## src/rtl/sdram_arb_pkg.sv

```systemverilog
// -----------------------------------------------------------------------------
// sdram_arb_pkg
// Shared definitions for the multi-channel SDRAM burst arbiter:
//   - parameter defaults used by sdram_arbiter_mc and sdram_rr_picker
//   - FSM state encoding
//   - one-hot to index helper
// Optional watchdog macro used by the top: SDRAM_ARB_TIMEOUT_EN.
// -----------------------------------------------------------------------------
package sdram_arb_pkg;

  localparam int DefNumChannels   = 4;
  localparam int DefBurstLength   = 8;
  localparam int DefPixelWidth    = 16;
  localparam int DefAddrWidth     = 24;
  localparam int DefTimeoutCycles = 64;

  // Upper bound on channel count; sizes the one-hot helper below.
  localparam int MaxChannels = 8;

  typedef enum logic [1:0] {
    ST_IDLE  = 2'd0,
    ST_ARB   = 2'd1,
    ST_BURST = 2'd2,
    ST_DRAIN = 2'd3
  } arb_state_e;

  // Index of the set bit in a one-hot vector (0 when no bit is set).
  function automatic logic [2:0] onehot_to_idx(input logic [MaxChannels-1:0] oh);
    logic [2:0] idx;
    idx = '0;
    for (int i = 0; i < MaxChannels; i++) begin
      if (oh[i]) idx |= 3'(i);
    end
    return idx;
  endfunction

endpackage

```

## src/rtl/sdram_rr_picker.sv

```systemverilog
// -----------------------------------------------------------------------------
// sdram_rr_picker
// Purely combinational round-robin selector. Searches the request vector
// upward starting at index ptr, wrapping at NumChannels, and returns the
// first requester found as a one-hot grant.
// Ports:
//   req    in  NumChannels        request vector
//   ptr    in  clog2(NumChannels) index searched first
//   grant  out NumChannels        one-hot selected requester
//   valid  out 1                  a requester was found
// -----------------------------------------------------------------------------
module sdram_rr_picker
  import sdram_arb_pkg::*;
#(
  parameter int NumChannels = DefNumChannels
) (
  input  logic [NumChannels-1:0]         req,
  input  logic [$clog2(NumChannels)-1:0] ptr,
  output logic [NumChannels-1:0]         grant,
  output logic                           valid
);

  localparam int IdxW = $clog2(NumChannels);

  // One extra bit so ptr + offset cannot overflow before the wrap.
  logic [IdxW:0]   sum;
  logic [IdxW-1:0] idx;

  // NOTE: every signal written here gets a default first, so no path leaves
  // it unassigned and no latch is inferred.
  always_comb begin
    grant = '0;
    valid = 1'b0;
    sum   = '0;
    idx   = '0;
    for (int i = 0; i < NumChannels; i++) begin
      sum = {1'b0, ptr} + (IdxW + 1)'(i);
      if (sum >= (IdxW + 1)'(NumChannels)) sum = sum - (IdxW + 1)'(NumChannels);
      idx = sum[IdxW-1:0];
      if (!valid && req[idx]) begin
        grant[idx] = 1'b1;
        valid      = 1'b1;
      end
    end
  end

endmodule

```

## src/rtl/sdram_arbiter_mc.sv

```systemverilog
// -----------------------------------------------------------------------------
// sdram_arbiter_mc
// Round-robin arbiter granting whole SDRAM bursts to one of NumChannels pixel
// clients. FSM: IDLE -> ARB -> BURST -> DRAIN -> IDLE.
//   IDLE : wait for any request while the SDRAM is idle
//   ARB  : pick next requester (round-robin), latch its address/direction
//   BURST: drive the command, count BurstLengthSDRAM beats
//   DRAIN: wait for the SDRAM to go idle, then pulse o_done for the owner
// Optional feature, macro SDRAM_ARB_TIMEOUT_EN: beat-gap watchdog that forces
// DRAIN after TimeoutCycles silent BURST cycles and sets sticky o_error.
// Ports:
//   CLK, RST          clock, synchronous active-high reset
//   i_req/i_read      per-channel request and direction (1 = read)
//   i_addr/i_wdata    per-channel burst address and write pixel
//   o_grant           one-hot burst owner
//   o_wr_accept       one-hot, write pixel consumed this cycle
//   o_rdata/o_rd_valid registered read pixel and one-hot valid
//   o_done            one-hot end-of-burst pulse
//   i_sdram_*         SDRAM status, beat strobes and read pixel
//   o_sdram_*         SDRAM command, address and write pixel
//   o_error           sticky watchdog flag (constant 0 without the macro)
// -----------------------------------------------------------------------------
module sdram_arbiter_mc
  import sdram_arb_pkg::*;
#(
  parameter int NumChannels       = DefNumChannels,
  parameter int BurstLengthSDRAM  = DefBurstLength,
  parameter int PixelBitWidth     = DefPixelWidth,
  parameter int AddressWidthSDRAM = DefAddrWidth,
  parameter int TimeoutCycles     = DefTimeoutCycles
) (
  input  logic                                       CLK,
  input  logic                                       RST,
  input  logic [NumChannels-1:0]                     i_req,
  input  logic [NumChannels-1:0]                     i_read,
  input  logic [NumChannels*AddressWidthSDRAM-1:0]   i_addr,
  input  logic [NumChannels*PixelBitWidth-1:0]       i_wdata,
  output logic [NumChannels-1:0]                     o_grant,
  output logic [NumChannels-1:0]                     o_wr_accept,
  output logic [PixelBitWidth-1:0]                   o_rdata,
  output logic [NumChannels-1:0]                     o_rd_valid,
  output logic [NumChannels-1:0]                     o_done,
  input  logic                                       i_sdram_busy,
  input  logic                                       i_sdram_valid_wr,
  input  logic                                       i_sdram_valid_rd,
  input  logic [PixelBitWidth-1:0]                   i_sdram_pixel,
  output logic                                       o_sdram_enable,
  output logic                                       o_sdram_read,
  output logic [AddressWidthSDRAM-1:0]               o_sdram_addr,
  output logic [PixelBitWidth-1:0]                   o_sdram_pixel,
  output logic                                       o_error
);

  localparam int IdxW  = $clog2(NumChannels);
  localparam int BeatW = $clog2(BurstLengthSDRAM + 1);
  localparam int AW    = AddressWidthSDRAM;
  localparam int PW    = PixelBitWidth;

  arb_state_e             state;
  logic [IdxW-1:0]        ptr;       // channel searched first at next ARB
  logic [IdxW-1:0]        gnt_idx;   // index of current burst owner
  logic [IdxW-1:0]        next_ptr;
  logic [BeatW-1:0]       beat_cnt;

  logic [NumChannels-1:0] pick_gnt;
  logic                   pick_valid;
  logic [IdxW-1:0]        pick_idx;
  logic [AW-1:0]          pick_addr;
  logic                   pick_read;
  logic                   beat;

  sdram_rr_picker #(
    .NumChannels(NumChannels)
  ) u_picker (
    .req  (i_req),
    .ptr  (ptr),
    .grant(pick_gnt),
    .valid(pick_valid)
  );

  assign pick_idx  = IdxW'(onehot_to_idx(MaxChannels'(pick_gnt)));
  assign pick_read = i_read[pick_idx];

  always_comb begin
    pick_addr = '0;
    for (int i = 0; i < NumChannels; i++) begin
      if (pick_idx == IdxW'(i)) pick_addr = i_addr[i*AW +: AW];
    end
  end

  // Zero when no burst is owned, so the SDRAM sees a quiet bus between bursts.
  always_comb begin
    o_sdram_pixel = '0;
    for (int i = 0; i < NumChannels; i++) begin
      if (o_grant[i]) o_sdram_pixel = i_wdata[i*PW +: PW];
    end
  end

  // Only strobes matching the latched direction count, and only in BURST.
  assign beat = (state == ST_BURST) &&
                (o_sdram_read ? i_sdram_valid_rd : i_sdram_valid_wr);

  assign o_wr_accept = (state == ST_BURST && !o_sdram_read && i_sdram_valid_wr)
                       ? o_grant : '0;

  assign next_ptr = (gnt_idx == IdxW'(NumChannels - 1)) ? '0 : gnt_idx + IdxW'(1);

`ifdef SDRAM_ARB_TIMEOUT_EN
  localparam int TmoW = $clog2(TimeoutCycles + 1);
  logic [TmoW-1:0] tmo_cnt;  // BURST cycles since the last counted beat
`else
  // Keeps the parameter referenced when the watchdog is compiled out.
  logic unused_timeout_cfg;
  assign unused_timeout_cfg = (TimeoutCycles != 0);
  assign o_error = 1'b0;
`endif

  // NOTE: sequential state uses non-blocking assignments so every register
  // samples pre-edge values regardless of statement order.
  always_ff @(posedge CLK) begin
    if (RST) begin
      state          <= ST_IDLE;
      ptr            <= '0;
      gnt_idx        <= '0;
      beat_cnt       <= '0;
      o_grant        <= '0;
      o_rdata        <= '0;
      o_rd_valid     <= '0;
      o_done         <= '0;
      o_sdram_enable <= 1'b0;
      o_sdram_read   <= 1'b0;
      o_sdram_addr   <= '0;
`ifdef SDRAM_ARB_TIMEOUT_EN
      tmo_cnt        <= '0;
      o_error        <= 1'b0;
`endif
    end else begin
      o_done     <= '0;
      o_rd_valid <= '0;

      case (state)
        ST_IDLE: begin
          if (|i_req && !i_sdram_busy) state <= ST_ARB;
        end

        ST_ARB: begin
          // Requests sampled here decide; one that already dropped is skipped.
          if (pick_valid) begin
            state          <= ST_BURST;
            o_grant        <= pick_gnt;
            gnt_idx        <= pick_idx;
            o_sdram_addr   <= pick_addr;
            o_sdram_read   <= pick_read;
            o_sdram_enable <= 1'b1;
            beat_cnt       <= '0;
`ifdef SDRAM_ARB_TIMEOUT_EN
            tmo_cnt        <= '0;
`endif
          end else begin
            state <= ST_IDLE;
          end
        end

        ST_BURST: begin
          if (beat) begin
            if (o_sdram_read) begin
              o_rdata    <= i_sdram_pixel;
              o_rd_valid <= o_grant;
            end
            if (beat_cnt == BeatW'(BurstLengthSDRAM - 1)) begin
              state          <= ST_DRAIN;
              o_sdram_enable <= 1'b0;
              beat_cnt       <= '0;
            end else begin
              beat_cnt <= beat_cnt + BeatW'(1);
            end
          end
`ifdef SDRAM_ARB_TIMEOUT_EN
          if (beat) begin
            tmo_cnt <= '0;
          end else if (tmo_cnt == TmoW'(TimeoutCycles - 1)) begin
            state          <= ST_DRAIN;
            o_sdram_enable <= 1'b0;
            beat_cnt       <= '0;
            tmo_cnt        <= '0;
            o_error        <= 1'b1;
          end else begin
            tmo_cnt <= tmo_cnt + TmoW'(1);
          end
`endif
        end

        ST_DRAIN: begin
          if (!i_sdram_busy) begin
            state        <= ST_IDLE;
            o_done       <= o_grant;
            o_grant      <= '0;
            o_sdram_read <= 1'b0;
            o_sdram_addr <= '0;
            ptr          <= next_ptr;
          end
        end

        default: state <= ST_IDLE;
      endcase
    end
  end

endmodule

```

## config.mk

```make
export PLATFORM = sky130hd
export DESIGN_NAME = sdram_arbiter_mc
export DESIGN_NICKNAME = d
export VERILOG_FILES = /design/src/rtl/sdram_arb_pkg.sv /design/src/rtl/sdram_rr_picker.sv /design/src/rtl/sdram_arbiter_mc.sv
export SDC_FILE = /design/constraint.sdc
export NUM_CORES = 1
export LEC_CHECK = 0
export BUFFER_PORTS_ARGS = -buffer_cell sky130_fd_sc_hd__buf_4
export CORE_AREA = 2 2 101 103
export CTS_CLUSTER_DIAMETER = 120
export DETAILED_ROUTE_END_ITERATION = 7
export DIE_AREA = 0 0 103 105
export MAX_ROUTING_LAYER = met4
export PLACE_DENSITY = 0.78
export SYNTH_ARGS = -nofsm -noshare
export SYNTH_HDL_FRONTEND = slang
export SYNTH_SLANG_ARGS = --single-unit
```

## constraint.sdc

```tcl
create_clock -name CLK -period 9.9 [get_ports CLK]
set_clock_uncertainty 0.2 [all_clocks]
set_input_delay 0.495 -clock CLK [delete_from_list [all_inputs] [get_ports CLK]]
set_output_delay 0.495 -clock CLK [all_outputs]
set_load 0.05 [all_outputs]
```

# Yosys cells after proc, flatten, opt, wreduce, memory -nomap -nowiden
# Cells that the tools add are included.
dict set report classes {
  n_reduce_logical 30
  n_eq_ne 13
  magnitude_cmp 13
  n_bitwise 8
  n_mux 67
  addsub 9
}
# cell count
set ops {}
lappend ops {{24-bit two-way mux} 6}
lappend ops {{16-bit two-way mux} 4}
lappend ops {{24-bit case mux with 2 select lines} 1}
lappend ops {{4-bit two-way mux} 10}
lappend ops {{2-bit two-way mux} 12}
lappend ops {{1-bit two-way mux} 20}
lappend ops {{4-bit case mux with 2 select lines} 2}
lappend ops {{2-bit by 3-bit less-than comparator with 1-bit output (second input constant)} 5}
lappend ops {{4-bit bitwise OR} 3}
lappend ops {{1-bit logical AND} 11}
lappend ops {{1-bit binary-select mux with 2-bit select} 5}
lappend ops {{2-bit == test (second input constant)} 5}
lappend ops {{3-bit greater-or-equal comparator (second input constant)} 3}
lappend ops {{3-bit AND reduction} 3}
lappend ops {{1-bit demux with 2-bit select} 4}
lappend ops {{2-bit by 1-bit greater-or-equal comparator with 1-bit output (second input constant)} 4}
lappend ops {{2-bit != test (second input constant)} 4}
lappend ops {{2-bit case mux with 4 select lines} 1}
lappend ops {{4-bit AND reduction} 2}
lappend ops {{4-bit OR reduction} 2}
lappend ops {{2-bit by 1-bit subtractor with 2-bit output (second input constant)} 4}
lappend ops {{2-bit by 2-bit adder with 3-bit output (second input constant)} 2}
lappend ops {{1-bit logical NOT} 5}
lappend ops {{1-bit inverter} 5}
lappend ops {{other kinds (12)} 17}
dict set report word_totals {
  inputBits 189
  wordCells 151
  reg_bits 64
}

# Longest topological paths before layout
# Gate-level depths: netlist of run 1.
dict set report depth {
  ltp_word 24
  ltp_mapped 13
  depth_no_buf 9
}

# By module
# A second synthesis of run 1 with hierarchy kept.
dict set report unflattened {
  cells_unflattened 492
  area_unflattened_um2 4051.4
}
# mod cells_per_inst instances seq_area_each_um2 area_per_inst_um2
set by_module_without_submodules {}
lappend by_module_without_submodules {sdram_arbiter_mc 430 1 1281.2 3543.4}
lappend by_module_without_submodules {sdram_rr_picker 62 1 0.0 508.0}

# Worst setup path before layout of run 1
# Ideal clock, no wire load.
dict set report synth_path {
  path_type {flip-flop to flip-flop}
  start {reg ptr[0]}
  end {reg o_sdram_addr[11]}
  required_ns 9.613
  setup_ns 0.087
  stages_incl_launch_ff 12
  arrival_time_ns 3.411
  synth_period_minus_slack_ns 3.698
  slack_ns 6.202
  cell_sequence {dfxtp_1 buf_2 inv_1 ha_1 buf_2 mux4_2 a221o_1 a222oi_1 a22oi_2 nand2b_1 buf_2 o31ai_1}
}
dict set report synth_via {
  elab_chain_len 24
  word_cells_on_any_way 75
}
# element line
set synth_lines {}
lappend synth_lines {{start, declared} sdram_arbiter_mc.sv:60} ;# logic [IdxW-1:0] ptr;
lappend synth_lines {{start signal, assigned} sdram_arbiter_mc.sv:200} ;# ptr <= next_ptr;
lappend synth_lines {{branches (longest 24 deep; another with 2-bit by 1-bit adder with 3-bit output)} n/a}
lappend synth_lines {{end signal, assigned} sdram_arbiter_mc.sv:152} ;# o_sdram_addr <= pick_addr;
lappend synth_lines {{end, declared} sdram_arbiter_mc.sv:49} ;# output logic [AddressWidthSDRAM-1:0] o_sdram_addr,
# Parallel ways; which one is timed is not known. The select of a mux whose other input is x is not followed.
# A chain may end at the register's enable or synchronous reset.

# Worst setup path after layout of run 1
dict set report layout_path {
  start {reg ptr[0]}
  end {reg o_sdram_read}
}
dict set report layout_via {
  elab_chain_len 21
  word_cells_on_any_way 69
}
# element line
set layout_lines {}
lappend layout_lines {{branches (longest 21 deep; another with 2-bit by 1-bit adder with 3-bit output)} n/a}
lappend layout_lines {{end signal, assigned} sdram_arbiter_mc.sv:153} ;# o_sdram_read <= pick_read;
lappend layout_lines {{end, declared} sdram_arbiter_mc.sv:48} ;# output logic o_sdram_read,
# Parallel ways; which one is timed is not known. The select of a mux whose other input is x is not followed.

==> metrics.txt, run 1 <==
# TYPE chip_impl_metric gauge
chip_impl_info{name="outcome",value="completed"} 1
chip_impl_info{name="cts-root-buf",value="sky130_fd_sc_hd__clkbuf_8"} 1
chip_impl_info{name="synth_top_cells_by_count",value="sky130_fd_sc_hd__nand2_1, sky130_fd_sc_hd__dfxtp_1, sky130_fd_sc_hd__a21oi_1, sky130_fd_sc_hd__nor2_1, sky130_fd_sc_hd__clkbuf_1"} 1
chip_impl_metric{name="buffer_ports.inserted",unit=""} 262
chip_impl_metric{name="internal_reg_to_reg_setup_slack",unit="ns"} 5.39
chip_impl_metric{name="final_min_period_over_clock_period",unit="%"} 45.6
chip_impl_metric{name="power.static_leakage",unit="nW"} 2.74
chip_impl_metric{name="share_seq_of_total_power",unit="%"} 36.2
chip_impl_metric{name="clk_pin_slew_worst_paths",unit="ns"} 0.08
chip_impl_metric{name="crit_path_max_fanout",unit=""} 28
chip_impl_metric{name="tritoncts.num_buffers",unit=""} 9
chip_impl_metric{name="placement.setup.worst_slack",unit="ns"} 5.39
chip_impl_metric{name="fin_crit",unit="ns"} 4.51
chip_impl_metric{name="vias",unit=""} 4774
chip_impl_metric{name="num-fill-cells",unit=""} 850
chip_impl_metric{name="area_occupied_by_registers",unit="µm²"} 1280
chip_impl_info{name="r2r_end",value="o_sdram_read$_SDFFE_PP0P_"} 1
chip_impl_metric{name="worst_margin_slew",unit="ns"} 1.29
chip_impl_metric{name="layout-area-overhead-vs-synth",unit="%"} 56.6
chip_impl_metric{name="fin_cells",unit=""} 874
chip_impl_info{name="grt_setup_unrepaired",value="false"} 1
chip_impl_metric{name="place.detailed.instances",unit=""} 858
chip_impl_info{name="critical_path.startpoint_type",value="register"} 1
chip_impl_metric{name="synthDominantCellAreaShare",unit="%"} 32.7
chip_impl_metric{name="first_pass_detailed_route_iteration_total",unit=""} 6
chip_impl_metric{name="post_route_antenna_net_violation_count",unit=""} 0
chip_impl_metric{name="grt_max_degree",unit=""} 40
chip_impl_metric{name="synth_seq_cells",unit=""} 64
chip_impl_info{name="critPathCaptureType",value="register"} 1
chip_impl_metric{name="globalRoute.totalOverflow",unit=""} 0
chip_impl_metric{name="switching_share",unit="%"} 33.5
chip_impl_info{name="critical_path.endpoint",value="o_sdram_read$_SDFFE_PP0P_"} 1
chip_impl_metric{name="num_rows",unit=""} 36
chip_impl_metric{name="clock_latency",unit="ns"} 0.34
chip_impl_metric{name="share_of_async_settable_or_async_resettable_flops_after_synthesis",unit="%"} 0
chip_impl_metric{name="initial_cell_density_of_the_core",unit="%"} 40.6
chip_impl_metric{name="max_cap_violations",unit=""} 0
chip_impl_metric{name="timing.hold.ws",unit="ns"} 0.169
chip_impl_metric{name="final-setup-viol-count",unit=""} 0
chip_impl_metric{name="post_cts.resized_instances",unit=""} 0
chip_impl_metric{name="synth_cells",unit=""} 501
chip_impl_metric{name="layout.nets",unit=""} 933
chip_impl_metric{name="antenna_found_initial",unit=""} 0
chip_impl_metric{name="wire_length_of_the_first_global_routing_pass",unit="µm"} 22300
chip_impl_metric{name="route.final.wire_length",unit="µm"} 15000
chip_impl_metric{name="timing.final.ws_setup",unit="ns"} 5.39
chip_impl_metric{name="sequential_to_total_area_share_from_yosys_stat",unit="%"} 32.7
chip_impl_metric{name="p_per_area",unit="nW/µm²"} 127
chip_impl_metric{name="cp_data_arrival_time",unit="ns"} 4.52
chip_impl_info{name="timing.hold.worst.class",value="primary input to register"} 1
chip_impl_metric{name="setup-tns-final",unit="ns"} 0
chip_impl_metric{name="vdd.ir_drop.worst",unit="mV"} 0.0675
chip_impl_info{name="synthTopCellsByArea",value="sky130_fd_sc_hd__dfxtp_1, sky130_fd_sc_hd__a21oi_1, sky130_fd_sc_hd__nand2_1"} 1
chip_impl_metric{name="drt_drc_violations_left",unit=""} 0
chip_impl_metric{name="number_of_synthesized_flops_with_an_enable_pin",unit=""} 0
chip_impl_info{name="reg2reg_from",value="ptr[0]$_SDFFE_PP0P_"} 1
chip_impl_metric{name="yosysWarnings",unit=""} 0
chip_impl_metric{name="drt_iter0_markers",unit=""} 284
chip_impl_metric{name="viasPerCell",unit=""} 5.46
chip_impl_metric{name="cts.htree.levels",unit=""} 3
chip_impl_metric{name="routedWlPerCell",unit="µm"} 17.1
chip_impl_metric{name="power.internal",unit="W"} 0.000517
chip_impl_metric{name="timing.fmax",unit="GHz"} 0.222
chip_impl_metric{name="worst-endpoint-required",unit="ns"} 9.91
chip_impl_metric{name="globalplace.congestion",unit=""} 0.907
chip_impl_metric{name="die_h",unit="µm"} 105
chip_impl_metric{name="n_antenna_cell",unit=""} 0
chip_impl_metric{name="total_switching_power",unit="W"} 0.000260
chip_impl_metric{name="hold_viol_final",unit=""} 0
chip_impl_info{name="crit_type",value="register to register"} 1
chip_impl_metric{name="timing.max_slew.rel_slack",unit="%"} 13.9
chip_impl_metric{name="reg2reg_depth",unit=""} 9
chip_impl_metric{name="combPwrFrac",unit="%"} 30.4
chip_impl_metric{name="multi_input_area",unit="µm²"} 2440
chip_impl_metric{name="mappedNetlistArea",unit="µm²"} 3910
chip_impl_metric{name="synth_cell_type_count",unit=""} 53
chip_impl_metric{name="syn-mean-instance-area",unit="µm²"} 7.81
chip_impl_metric{name="postLayoutCoreUtil",unit="%"} 63.6
chip_impl_metric{name="design.die.area",unit="µm²"} 10800
chip_impl_metric{name="fp.dieW",unit="µm"} 103
chip_impl_info{name="worstSetupStartpoint",value="ptr[0]$_SDFFE_PP0P_"} 1
chip_impl_info{name="synthMostInstantiatedCell",value="sky130_fd_sc_hd__nand2_1"} 1
chip_impl_metric{name="clkSinkCount",unit=""} 64
chip_impl_metric{name="dp_hpwl",unit="µm"} 11500
chip_impl_metric{name="design.core.area",unit="µm²"} 9640
chip_impl_metric{name="mappedNetlistNets",unit=""} 698
chip_impl_metric{name="max-clock-path-buffers",unit=""} 2
chip_impl_metric{name="clock_power_share",unit="%"} 33.3
chip_impl_metric{name="drive_gt1_share",unit="%"} 39.4
chip_impl_info{name="tritoncts",value="done"} 1
chip_impl_metric{name="post_cts.repair.setup_buffers",unit=""} 0
chip_impl_metric{name="grt_pass1_vias",unit=""} 4571
chip_impl_metric{name="global_route.usage.total",unit="%"} 27.1
chip_impl_info{name="synth_flop_cell",value="sky130_fd_sc_hd__dfxtp_1"} 1
chip_impl_info{name="synth_top_cell_by_area",value="sky130_fd_sc_hd__dfxtp_1"} 1
chip_impl_metric{name="num_io_pins",unit=""} 264
chip_impl_metric{name="cts_hold_buffers",unit=""} 0
chip_impl_metric{name="slew_violations",unit=""} 0
[worst min path at each step]
stage	from	end	slack, ns	cells past startpoint
2_1_floorplan	beat_cnt[2]$_SDFFE_PP0P_	beat_cnt[2]$_SDFFE_PP0P_	0.25	2
3_3_place_gp	o_rdata[11]$_SDFFE_PP0P_	o_rdata[11]$_SDFFE_PP0P_	0.24	2
3_5_place_dp	o_rdata[5]$_SDFFE_PP0P_	o_rdata[5]$_SDFFE_PP0P_	0.25	2
4_1_cts	i_addr[77]	o_sdram_addr[5]$_SDFFE_PP0P_	0.16	3
5_1_grt	i_addr[73]	o_sdram_addr[1]$_SDFFE_PP0P_	0.16	3
6_report	i_addr[91]	o_sdram_addr[19]$_SDFFE_PP0P_	0.17	3
[per-layer routing]
layer | GRT usage (%) | vias up | wire (µm)
met2 | 49.1 | 236 | 7870
met3 | 5.55 | 29 | 1250
li1 | - | 2303 | -
met5 | - | - | 0
met1 | 28.9 | 2206 | 5430
met4 | 8.65 | 0 | 399
[power groups by stage]
stage | clock network [W] | registers, W | logic [W]
global route | 0.000276 | 0.000283 | 0.000252
CTS | 0.000262 | 0.000282 | 0.000237
detailed placement | 0 | 0.000288 | 0.000236
floorplan | 0 | 0.000311 | 0.000108
global placement | 0 | 0.000287 | 0.000233
finish | 0.000259 | 0.000281 | 0.000236
[final cells by class]
cell class	instances	area share [%]
multi-input cells	391	39.9
repair buffers	266	32.6
flip-flops and latches	64	20.9
well taps	133	2.71
clock buffers	9	2.02
clock inverters	7	1.67
inverters	4	0.245
[stage by stage]
stage,power [W],cell area (µm²)
2_1_floorplan,0.000418,3910
3_3_place_gp,0.000520,5900
3_5_place_dp,0.000523,5900
4_1_cts,0.000780,6130
5_1_grt,0.000811,6130
6_report,0.000777,6130
[worst max-delay path: stages (launching register included)]
cell and delay, ns:
sky130_fd_sc_hd__dfxtp_1 0.65, sky130_fd_sc_hd__inv_1 0.22, sky130_fd_sc_hd__ha_1 0.45, sky130_fd_sc_hd__or3b_2 0.47, sky130_fd_sc_hd__a2111o_1 0.41, sky130_fd_sc_hd__nand2_1 0.18, sky130_fd_sc_hd__a22o_1 1.03, sky130_fd_sc_hd__mux2_2 0.42
sky130_fd_sc_hd__a221oi_1 0.23, sky130_fd_sc_hd__a211oi_1 0.11
[placed cells by master (no fill, tap or decap), types with 4 or more instances in the layout]
cell,instances
sky130_fd_sc_hd__buf_4,266
sky130_fd_sc_hd__a22oi_1,31
sky130_fd_sc_hd__o21ai_1,10
sky130_fd_sc_hd__nor3_1,5
sky130_fd_sc_hd__a2bb2oi_1,10
sky130_fd_sc_hd__nand2b_1,11
sky130_fd_sc_hd__clkbuf_8,9
sky130_fd_sc_hd__a22o_1,4
sky130_fd_sc_hd__mux2i_1,22
sky130_fd_sc_hd__ha_1,8
sky130_fd_sc_hd__nor2_1,43
sky130_fd_sc_hd__o31ai_1,10
sky130_fd_sc_hd__inv_1,4
sky130_fd_sc_hd__o21ai_0,21
sky130_fd_sc_hd__a211o_1,5
sky130_fd_sc_hd__nand3_1,9
sky130_fd_sc_hd__o2bb2a_1,8
sky130_fd_sc_hd__a21oi_1,59
sky130_fd_sc_hd__dfxtp_1,64
sky130_fd_sc_hd__nand2_1,67
sky130_fd_sc_hd__and2_1,12
sky130_fd_sc_hd__o22ai_1,4
sky130_fd_sc_hd__a32oi_1,6
[registers in the layout, indices dropped and copies added (netlist names), named ones only]
register / count
o_sdram_addr: 24
o_rdata: 16
beat_cnt: 4
o_done: 4
o_grant: 4
o_rd_valid: 4
gnt_idx: 2
ptr: 2
o_sdram_enable: 1
o_sdram_read: 1
state: 1
[cell families (layout without fill, tap and decap cells)]
| kind of cell | Yosys count | in the layout | synth area share (%) |
|---|---|---|---|
| flops | 64 | 64 | 32.7 |
| xor+xnor | 2 | 2 | 0.448 |
| simple gates | 166 | 166 | 19.5 |
| other cells | 1 | 1 | 0.0958 |
| fa+ha+maj | 8 | 8 | 2.56 |
| compound gates | 185 | 185 | 31.4 |
| mux | 29 | 29 | 8.50 |
| buf+inv | 46 | 286 | 4.80 |
(Power assumes the default switching activity.)
==> run 2, diff against run 1 <==
Settings changed: CORE_AREA 2 2 101 103 to 2 2 103 105, DIE_AREA 0 0 103 105 to 0 0 105 107, PLACE_DENSITY 0.78 to 0.75.
Clock period 9.9 ns to 4.4 ns, I/O delays scaled along.
==> metrics.txt, run 2 (synthesis gave the netlist of run 1 again) <==
# TYPE chip_impl_metric gauge
chip_impl_info{name="timing.hold.worst.class",value="primary input to register"} 1
chip_impl_metric{name="grt_max_degree",unit=""} 40
chip_impl_metric{name="vdd.ir_drop.worst",unit="mV"} 0.167
chip_impl_info{name="crit_type",value="register to register"} 1
chip_impl_metric{name="slew_violations",unit=""} 0
chip_impl_metric{name="global_route.usage.total",unit="%"} 28.0
chip_impl_metric{name="largest_register_ff_count",unit=""} 24
chip_impl_metric{name="route.final.wire_length",unit="µm"} 16000
chip_impl_metric{name="max-clock-path-buffers",unit=""} 2
chip_impl_metric{name="cp_data_arrival_time",unit="ns"} 4.27
chip_impl_metric{name="p_per_area",unit="nW/µm²"} 269
chip_impl_metric{name="routedWlPerCell",unit="µm"} 17.1
chip_impl_metric{name="drt_iter0_markers",unit=""} 421
chip_impl_metric{name="initial_cell_density_of_the_core",unit="%"} 38.8
chip_impl_metric{name="grt_pass1_vias",unit=""} 5048
chip_impl_metric{name="dp_hpwl",unit="µm"} 11600
chip_impl_metric{name="design.die.area",unit="µm²"} 11200
chip_impl_metric{name="die_h",unit="µm"} 107
chip_impl_metric{name="timing.fmax",unit="GHz"} 0.240
chip_impl_metric{name="n_antenna_cell",unit=""} 0
chip_impl_metric{name="max_cap_violations",unit=""} 0
chip_impl_info{name="layout.cells.most_common",value="sky130_fd_sc_hd__buf_4"} 1
chip_impl_metric{name="tritoncts.num_buffers",unit=""} 9
chip_impl_metric{name="drt_drc_violations_left",unit=""} 0
chip_impl_metric{name="layout.nets",unit=""} 996
chip_impl_info{name="registers.top_by_ff_count",value="o_sdram_addr"} 1
chip_impl_metric{name="drive_gt1_share",unit="%"} 37.7
chip_impl_metric{name="vias",unit=""} 5124
chip_impl_info{name="grt_setup_unrepaired",value="false"} 1
chip_impl_metric{name="cts.htree.levels",unit=""} 3
chip_impl_info{name="tritoncts",value="done"} 1
chip_impl_metric{name="post_route_antenna_net_violation_count",unit=""} 0
chip_impl_info{name="outcome",value="completed"} 1
chip_impl_metric{name="wire_length_of_the_first_global_routing_pass",unit="µm"} 24600
chip_impl_metric{name="num_io_pins",unit=""} 264
chip_impl_metric{name="num-fill-cells",unit=""} 799
chip_impl_metric{name="setup-tns-final",unit="ns"} 0
chip_impl_metric{name="num_rows",unit=""} 37
chip_impl_metric{name="postLayoutCoreUtil",unit="%"} 66.9
chip_impl_info{name="layout.cells.most_common_list",value="sky130_fd_sc_hd__buf_4, sky130_fd_sc_hd__nand2_1, sky130_fd_sc_hd__dfxtp_1, sky130_fd_sc_hd__a21oi_1, sky130_fd_sc_hd__dlygate4sd3_1"} 1
chip_impl_metric{name="worst-endpoint-required",unit="ns"} 4.50
chip_impl_metric{name="antenna_found_initial",unit=""} 0
chip_impl_metric{name="clock_latency",unit="ns"} 0.36
chip_impl_metric{name="first_pass_detailed_route_iteration_total",unit=""} 5
chip_impl_metric{name="layout-area-overhead-vs-synth",unit="%"} 72.4
chip_impl_metric{name="worst_margin_slew",unit="ns"} 1.16
chip_impl_metric{name="power.static_leakage",unit="nW"} 3.02
chip_impl_metric{name="hold_viol_final",unit=""} 0
chip_impl_info{name="biggestRegsByFlops",value="o_sdram_addr: 24 flops, o_rdata: 16 flops"} 1
chip_impl_metric{name="timing.final.ws_setup",unit="ns"} 0.230
chip_impl_metric{name="globalRoute.totalOverflow",unit=""} 0
chip_impl_metric{name="clkSinkCount",unit=""} 64
chip_impl_metric{name="crit_path_max_fanout",unit=""} 14
chip_impl_metric{name="timing.max_slew.rel_slack",unit="%"} 22.3
chip_impl_info{name="cts-root-buf",value="sky130_fd_sc_hd__clkbuf_8"} 1
chip_impl_metric{name="final-setup-viol-count",unit=""} 0
chip_impl_info{name="critPathCaptureType",value="register"} 1
chip_impl_metric{name="clk_pin_slew_worst_paths",unit="ns"} 0.08
chip_impl_info{name="critical_path.startpoint_type",value="register"} 1
chip_impl_metric{name="placement.setup.worst_slack",unit="ns"} 0.638
chip_impl_metric{name="globalplace.congestion",unit=""} 0.883
chip_impl_metric{name="fp.dieW",unit="µm"} 105
chip_impl_metric{name="final_min_period_over_clock_period",unit="%"} 94.8
chip_impl_metric{name="viasPerCell",unit=""} 5.45
chip_impl_metric{name="buffer_ports.inserted",unit=""} 262
chip_impl_metric{name="design.core.area",unit="µm²"} 10100
chip_impl_metric{name="fin_crit",unit="ns"} 4.17
==> run 2: cell count changes in the layout (fill, tap and decap cells not counted) <==
cell and delta:
sky130_fd_sc_hd__buf_4 +9, sky130_fd_sc_hd__clkinv_4 -1, sky130_fd_sc_hd__dlygate4sd3_1 +54, sky130_fd_sc_hd__inv_6 +1, sky130_fd_sc_hd__nand2_1 -1, sky130_fd_sc_hd__nand2_2 +1
sky130_fd_sc_hd__nand2b_1 -1, sky130_fd_sc_hd__nand2b_2 +1
==> run 2: worst max-delay path: stages, from the launching register on <==
cell and delay [ns]:
sky130_fd_sc_hd__dfxtp_1 0.33, sky130_fd_sc_hd__inv_1 0.10, sky130_fd_sc_hd__ha_1 0.46, sky130_fd_sc_hd__mux4_2 0.59, sky130_fd_sc_hd__a221o_1 0.43, sky130_fd_sc_hd__a222oi_1 0.38
sky130_fd_sc_hd__buf_4 0.27, sky130_fd_sc_hd__a22oi_2 0.12, sky130_fd_sc_hd__nand2b_2 0.34, sky130_fd_sc_hd__o31ai_1 0.30, sky130_fd_sc_hd__dlygate4sd3_1 0.59
==> run 2: path summary, 6_finish.rpt <==
path                                 from                       endpoint  slack [ns]  depth (start not counted)
hold reg to reg   o_rdata[2]$_SDFFE_PP0P_        o_rdata[2]$_SDFFE_PP0P_        0.26                          2
setup / recovery      ptr[0]$_SDFFE_PP0P_  o_sdram_addr[11]$_SDFFE_PP0P_        0.23                         10
setup reg to reg      ptr[0]$_SDFFE_PP0P_  o_sdram_addr[11]$_SDFFE_PP0P_        0.23                         10
hold / removal                 i_addr[50]   o_sdram_addr[2]$_SDFFE_PP0P_       0.004                          3
==> run 2: power by group <==
group | internal, W | switching (W) | leakage, nW
sequential | 0.000603 | 0.0000286 | 0.518
clock | 0.000326 | 0.000270 | 0.111
combinational | 0.000276 | 0.000315 | 2.40
==> run 2: cell type report <==
cell class              instances  area [µm²]  share of cell area (%)
clock buffers                   9         124                    1.84
clock inverters                 7         103                    1.52
inverters                       4        15.0                   0.223
multi-input cells             391        2450                    36.3
flip-flops and latches         64        1280                    19.0
well taps                     136         170                    2.52
repair buffers                329        2610                    38.6
==> run 2: per-layer routing <==
layer | vias to the layer above | GRT usage [%] | share of wire (%)
met4 | 0 | 14.5 | 4.5
met1 | 2361 | 28.8 | 37
li1 | 2432 | - | -
met5 | - | - | 0
met3 | 50 | 6.08 | 7.6
met2 | 281 | 50.2 | 51
==> run 2: timing repair <==
item	in CTS	in global routing
hold buffers	54	0
buffers inserted	0	2
endpoints found under the setup margin	0	4
gates resized for setup	0	2
hold endpoints to repair	40	0
==> run 2: through the flow <==
step / std cells / cell area [µm²] / total power, W / hold WS (ns)
final: 940 / 6750 / 0.00182 / 0.00378
after global routing: 940 / 6750 / 0.00188 / 0.00822
after CTS: 938 / 6730 / 0.00181 / 0.0000813
after detailed placement: 868 / 5960 / 0.00118 / 0.250
after global placement: 868 / 5960 / 0.00118 / 0.243
after floorplan: 501 / 3910 / 0.000941 / 0.151
==> run 3, diff against run 2 <==
Settings changed: CORE_AREA 2 2 103 105 to unset, CORE_MARGIN set to 5, CORE_UTILIZATION set to 42, DIE_AREA 0 0 105 107 to unset, MAX_ROUTING_LAYER met4 to unset, PLACE_DENSITY 0.75 to 0.81, SLEW_MARGIN set to 25.
==> metrics.txt, run 3 (synthesis gave the netlist of run 1 again) <==
# TYPE chip_impl_metric gauge
chip_impl_info{name="outcome",value="complete, but fails checks"} 1
chip_impl_info{name="failed_checks",value="negative hold slack"} 1
chip_impl_metric{name="first_pass_detailed_route_iteration_total",unit=""} 5
chip_impl_info{name="crit_path_frequent_cell",value="sky130_fd_sc_hd__buf_4"} 1
chip_impl_info{name="timing.hold.worst.class",value="primary input to register"} 1
chip_impl_metric{name="use_met1",unit="%"} 32.8
chip_impl_metric{name="clock_power_share",unit="%"} 32.1
chip_impl_metric{name="num-fill-cells",unit=""} 634
chip_impl_metric{name="timing.final.ws_setup",unit="ns"} 0.272
chip_impl_metric{name="fin_crit",unit="ns"} 4.13
chip_impl_metric{name="clock_latency",unit="ns"} 0.35
chip_impl_info{name="critical_path.cell_chain",value="inv_1, ha_1, mux4_2, a221o_1, a222oi_1, buf_4, and3_1, buf_4, a32oi_1, a31oi_1, dlygate4sd3_1"} 1
chip_impl_metric{name="vdd.ir_drop.worst",unit="mV"} 0.193
chip_impl_metric{name="vias",unit=""} 5414
chip_impl_metric{name="post_route_antenna_net_violation_count",unit=""} 0
chip_impl_metric{name="max-clock-path-buffers",unit=""} 2
chip_impl_metric{name="wire_length_of_the_first_global_routing_pass",unit="µm"} 27800
chip_impl_metric{name="fp.dieW",unit="µm"} 107
chip_impl_metric{name="drive_gt1_share",unit="%"} 37.8
chip_impl_metric{name="timing.fmax",unit="GHz"} 0.242
chip_impl_metric{name="antenna_found_initial",unit=""} 1
chip_impl_metric{name="power.static_leakage",unit="nW"} 3.02
chip_impl_metric{name="final_area",unit="µm²"} 6750
chip_impl_metric{name="routedWlPerCell",unit="µm"} 19.9
chip_impl_metric{name="drt_drc_violations_left",unit=""} 0
chip_impl_metric{name="drt_iter0_markers",unit=""} 500
chip_impl_info{name="cp_top_family",value="buffers and inverters"} 1
chip_impl_metric{name="num_io_pins",unit=""} 264
chip_impl_metric{name="layout.nets",unit=""} 997
chip_impl_metric{name="worst_margin_slew",unit="ns"} 0.804
chip_impl_metric{name="num_rows",unit=""} 35
chip_impl_info{name="critical_path.startpoint_type",value="register"} 1
chip_impl_metric{name="buffer_ports.inserted",unit=""} 262
chip_impl_metric{name="worst-endpoint-required",unit="ns"} 4.50
chip_impl_metric{name="viasPerCell",unit=""} 5.90
chip_impl_info{name="layout.cells.most_common_list",value="sky130_fd_sc_hd__buf_4, sky130_fd_sc_hd__nand2_1, sky130_fd_sc_hd__dfxtp_1, sky130_fd_sc_hd__a21oi_1, sky130_fd_sc_hd__dlygate4sd3_1"} 1
chip_impl_metric{name="clkSinkCount",unit=""} 64
chip_impl_metric{name="final_min_period_over_clock_period",unit="%"} 93.8
chip_impl_info{name="crit_slowest_cell",value="sky130_fd_sc_hd__mux4_2"} 1
chip_impl_metric{name="switching_share",unit="%"} 33.3
chip_impl_metric{name="power.internal",unit="W"} 0.00121
chip_impl_metric{name="route.final.wire_length",unit="µm"} 18200
chip_impl_metric{name="die_h",unit="µm"} 107
chip_impl_metric{name="dp_hpwl",unit="µm"} 12400
chip_impl_info{name="crit_type",value="register to register"} 1
chip_impl_metric{name="design.die.area",unit="µm²"} 11300
chip_impl_metric{name="setup-tns-final",unit="ns"} 0
chip_impl_metric{name="placement.setup.worst_slack",unit="ns"} 0.361
chip_impl_metric{name="slew_violations",unit=""} 0
chip_impl_metric{name="layout-area-overhead-vs-synth",unit="%"} 72.4
chip_impl_info{name="critPathCaptureType",value="register"} 1
chip_impl_metric{name="globalRoute.totalOverflow",unit=""} 0
chip_impl_metric{name="timing.hold.ws",unit="ns"} -0.00185
chip_impl_metric{name="grt_max_degree",unit=""} 40
chip_impl_metric{name="clk_pin_slew_worst_paths",unit="ns"} 0.07
chip_impl_info{name="tritoncts",value="done"} 1
chip_impl_info{name="cts-root-buf",value="sky130_fd_sc_hd__clkbuf_8"} 1
chip_impl_info{name="top_usage_layer",value="met2"} 1
chip_impl_metric{name="hold_viol_final",unit=""} 1
chip_impl_metric{name="total_switching_power",unit="W"} 0.000605
chip_impl_metric{name="share_seq_of_total_power",unit="%"} 34.6
chip_impl_metric{name="globalRouteMet3Util",unit="%"} 6.92
chip_impl_metric{name="tritoncts.num_buffers",unit=""} 9
chip_impl_metric{name="max_cap_violations",unit=""} 0
chip_impl_metric{name="cp_data_arrival_time",unit="ns"} 4.23
chip_impl_metric{name="critical_path.n_buffers_inverters",unit=""} 4
chip_impl_metric{name="grtUsageMet2",unit="%"} 54.9
chip_impl_info{name="registers.top_by_ff_count",value="o_sdram_addr"} 1
chip_impl_metric{name="p_per_area",unit="nW/µm²"} 270
chip_impl_metric{name="globalplace.congestion",unit=""} 0.900
chip_impl_metric{name="placement.cell_area",unit="µm²"} 5920
chip_impl_metric{name="final-setup-viol-count",unit=""} 0
chip_impl_metric{name="power",unit="W"} 0.00182
chip_impl_info{name="grt_setup_unrepaired",value="false"} 1
chip_impl_metric{name="slowest_delay",unit="ns"} 0.59
chip_impl_info{name="layout.cells.most_common",value="sky130_fd_sc_hd__buf_4"} 1
chip_impl_metric{name="global_route.usage.total",unit="%"} 30.7
chip_impl_metric{name="initial_cell_density_of_the_core",unit="%"} 42.8
chip_impl_info{name="biggestRegsByFlops",value="o_sdram_addr: 24 flops, o_rdata: 16 flops"} 1
chip_impl_metric{name="grt_pass1_vias",unit=""} 5517
chip_impl_metric{name="design.core.area",unit="µm²"} 9150
chip_impl_metric{name="combPwrFrac",unit="%"} 33.3
chip_impl_metric{name="cts.htree.levels",unit=""} 3
chip_impl_metric{name="timing.max_slew.rel_slack",unit="%"} 46.4
chip_impl_metric{name="largest_register_ff_count",unit=""} 24
chip_impl_metric{name="crit_path_max_fanout",unit=""} 16
==> run 3: cell count changes in the layout (fill, tap and decap cells not counted), moves of 2 or more <==
cell,delta
sky130_fd_sc_hd__dlygate4sd3_1,+4
sky130_fd_sc_hd__buf_4,-3
sky130_fd_sc_hd__dfxtp_1,-2
sky130_fd_sc_hd__dfxtp_2,+2
sky130_fd_sc_hd__diode_2,+2
sky130_fd_sc_hd__inv_6,-2
==> run 3: power groups by stage <==
stage / combinational, W / sequential (W) / clock [W]
floorplan: 0.000242 / 0.000699 / 0
global placement: 0.000532 / 0.000640 / 0
detailed placement: 0.000542 / 0.000641 / 0
CTS: 0.000587 / 0.000628 / 0.000584
global route: 0.000636 / 0.000632 / 0.000615
finish: 0.000605 / 0.000629 / 0.000585
==> run 3: final cells by class <==
type | count | area (µm²) | share of cell area [%]
Sequential cell | 64 | 1280 | 19.0
Multi-Input combinational cell | 391 | 2450 | 36.4
Antenna cell | 2 | 5.00 | 0.0742
Inverter | 4 | 15.0 | 0.223
Tap cell | 111 | 139 | 2.06
Clock inverter | 6 | 90.1 | 1.34
Clock buffer | 10 | 138 | 2.04
Timing Repair Buffer | 330 | 2620 | 38.9
==> run 3: worst paths after layout <==
check / end / from / cells past startpoint / slack, ns
setup / recovery: o_sdram_addr[13]$_SDFFE_PP0P_ / ptr[1]$_SDFFE_PP0P_ / 11 / 0.27
hold / removal: o_sdram_addr[22]$_SDFFE_PP0P_ / i_addr[94] / 3 / -0.002
setup reg to reg: o_sdram_addr[13]$_SDFFE_PP0P_ / ptr[1]$_SDFFE_PP0P_ / 11 / 0.27
hold reg to reg: o_rdata[3]$_SDFFE_PP0P_ / o_rdata[3]$_SDFFE_PP0P_ / 2 / 0.26
==> run 3: layer usage <==
layer | wire length, µm | vias to the layer above
met1 | 6240 | 2521
met5 | 0 | -
met4 | 987 | 0
met3 | 1780 | 82
met2 | 9240 | 374
li1 | - | 2437
==> run 3: per-stage QoR <==
stage / utilization, % / cells
2_1_floorplan: - / 501
3_3_place_gp: 64.6 / 841
3_5_place_dp: 64.6 / 841
4_1_cts: 73.5 / 915
5_1_grt: 73.7 / 917
6_report: 73.7 / 918
==> run 3: timing repair <==
| item | CTS | global route |
|---|---|---|
| resized for setup | 0 | 3 |
| hold buffers | 58 | 0 |
| endpoints found under the hold margin | 41 | 0 |
| setup endpoints to repair | 0 | 5 |
| buffers inserted | 0 | 1 |
==> run 3: worst reg2reg max path, cell delays in order, from the launching register on <==
cell and delay (ns):
sky130_fd_sc_hd__dfxtp_2 0.45, sky130_fd_sc_hd__inv_1 0.10, sky130_fd_sc_hd__ha_1 0.45, sky130_fd_sc_hd__mux4_2 0.60
sky130_fd_sc_hd__a221o_1 0.43, sky130_fd_sc_hd__a222oi_1 0.36, sky130_fd_sc_hd__buf_4 0.27, sky130_fd_sc_hd__and3_1 0.18
sky130_fd_sc_hd__buf_4 0.21, sky130_fd_sc_hd__a32oi_1 0.09, sky130_fd_sc_hd__a31oi_1 0.19, sky130_fd_sc_hd__dlygate4sd3_1 0.56
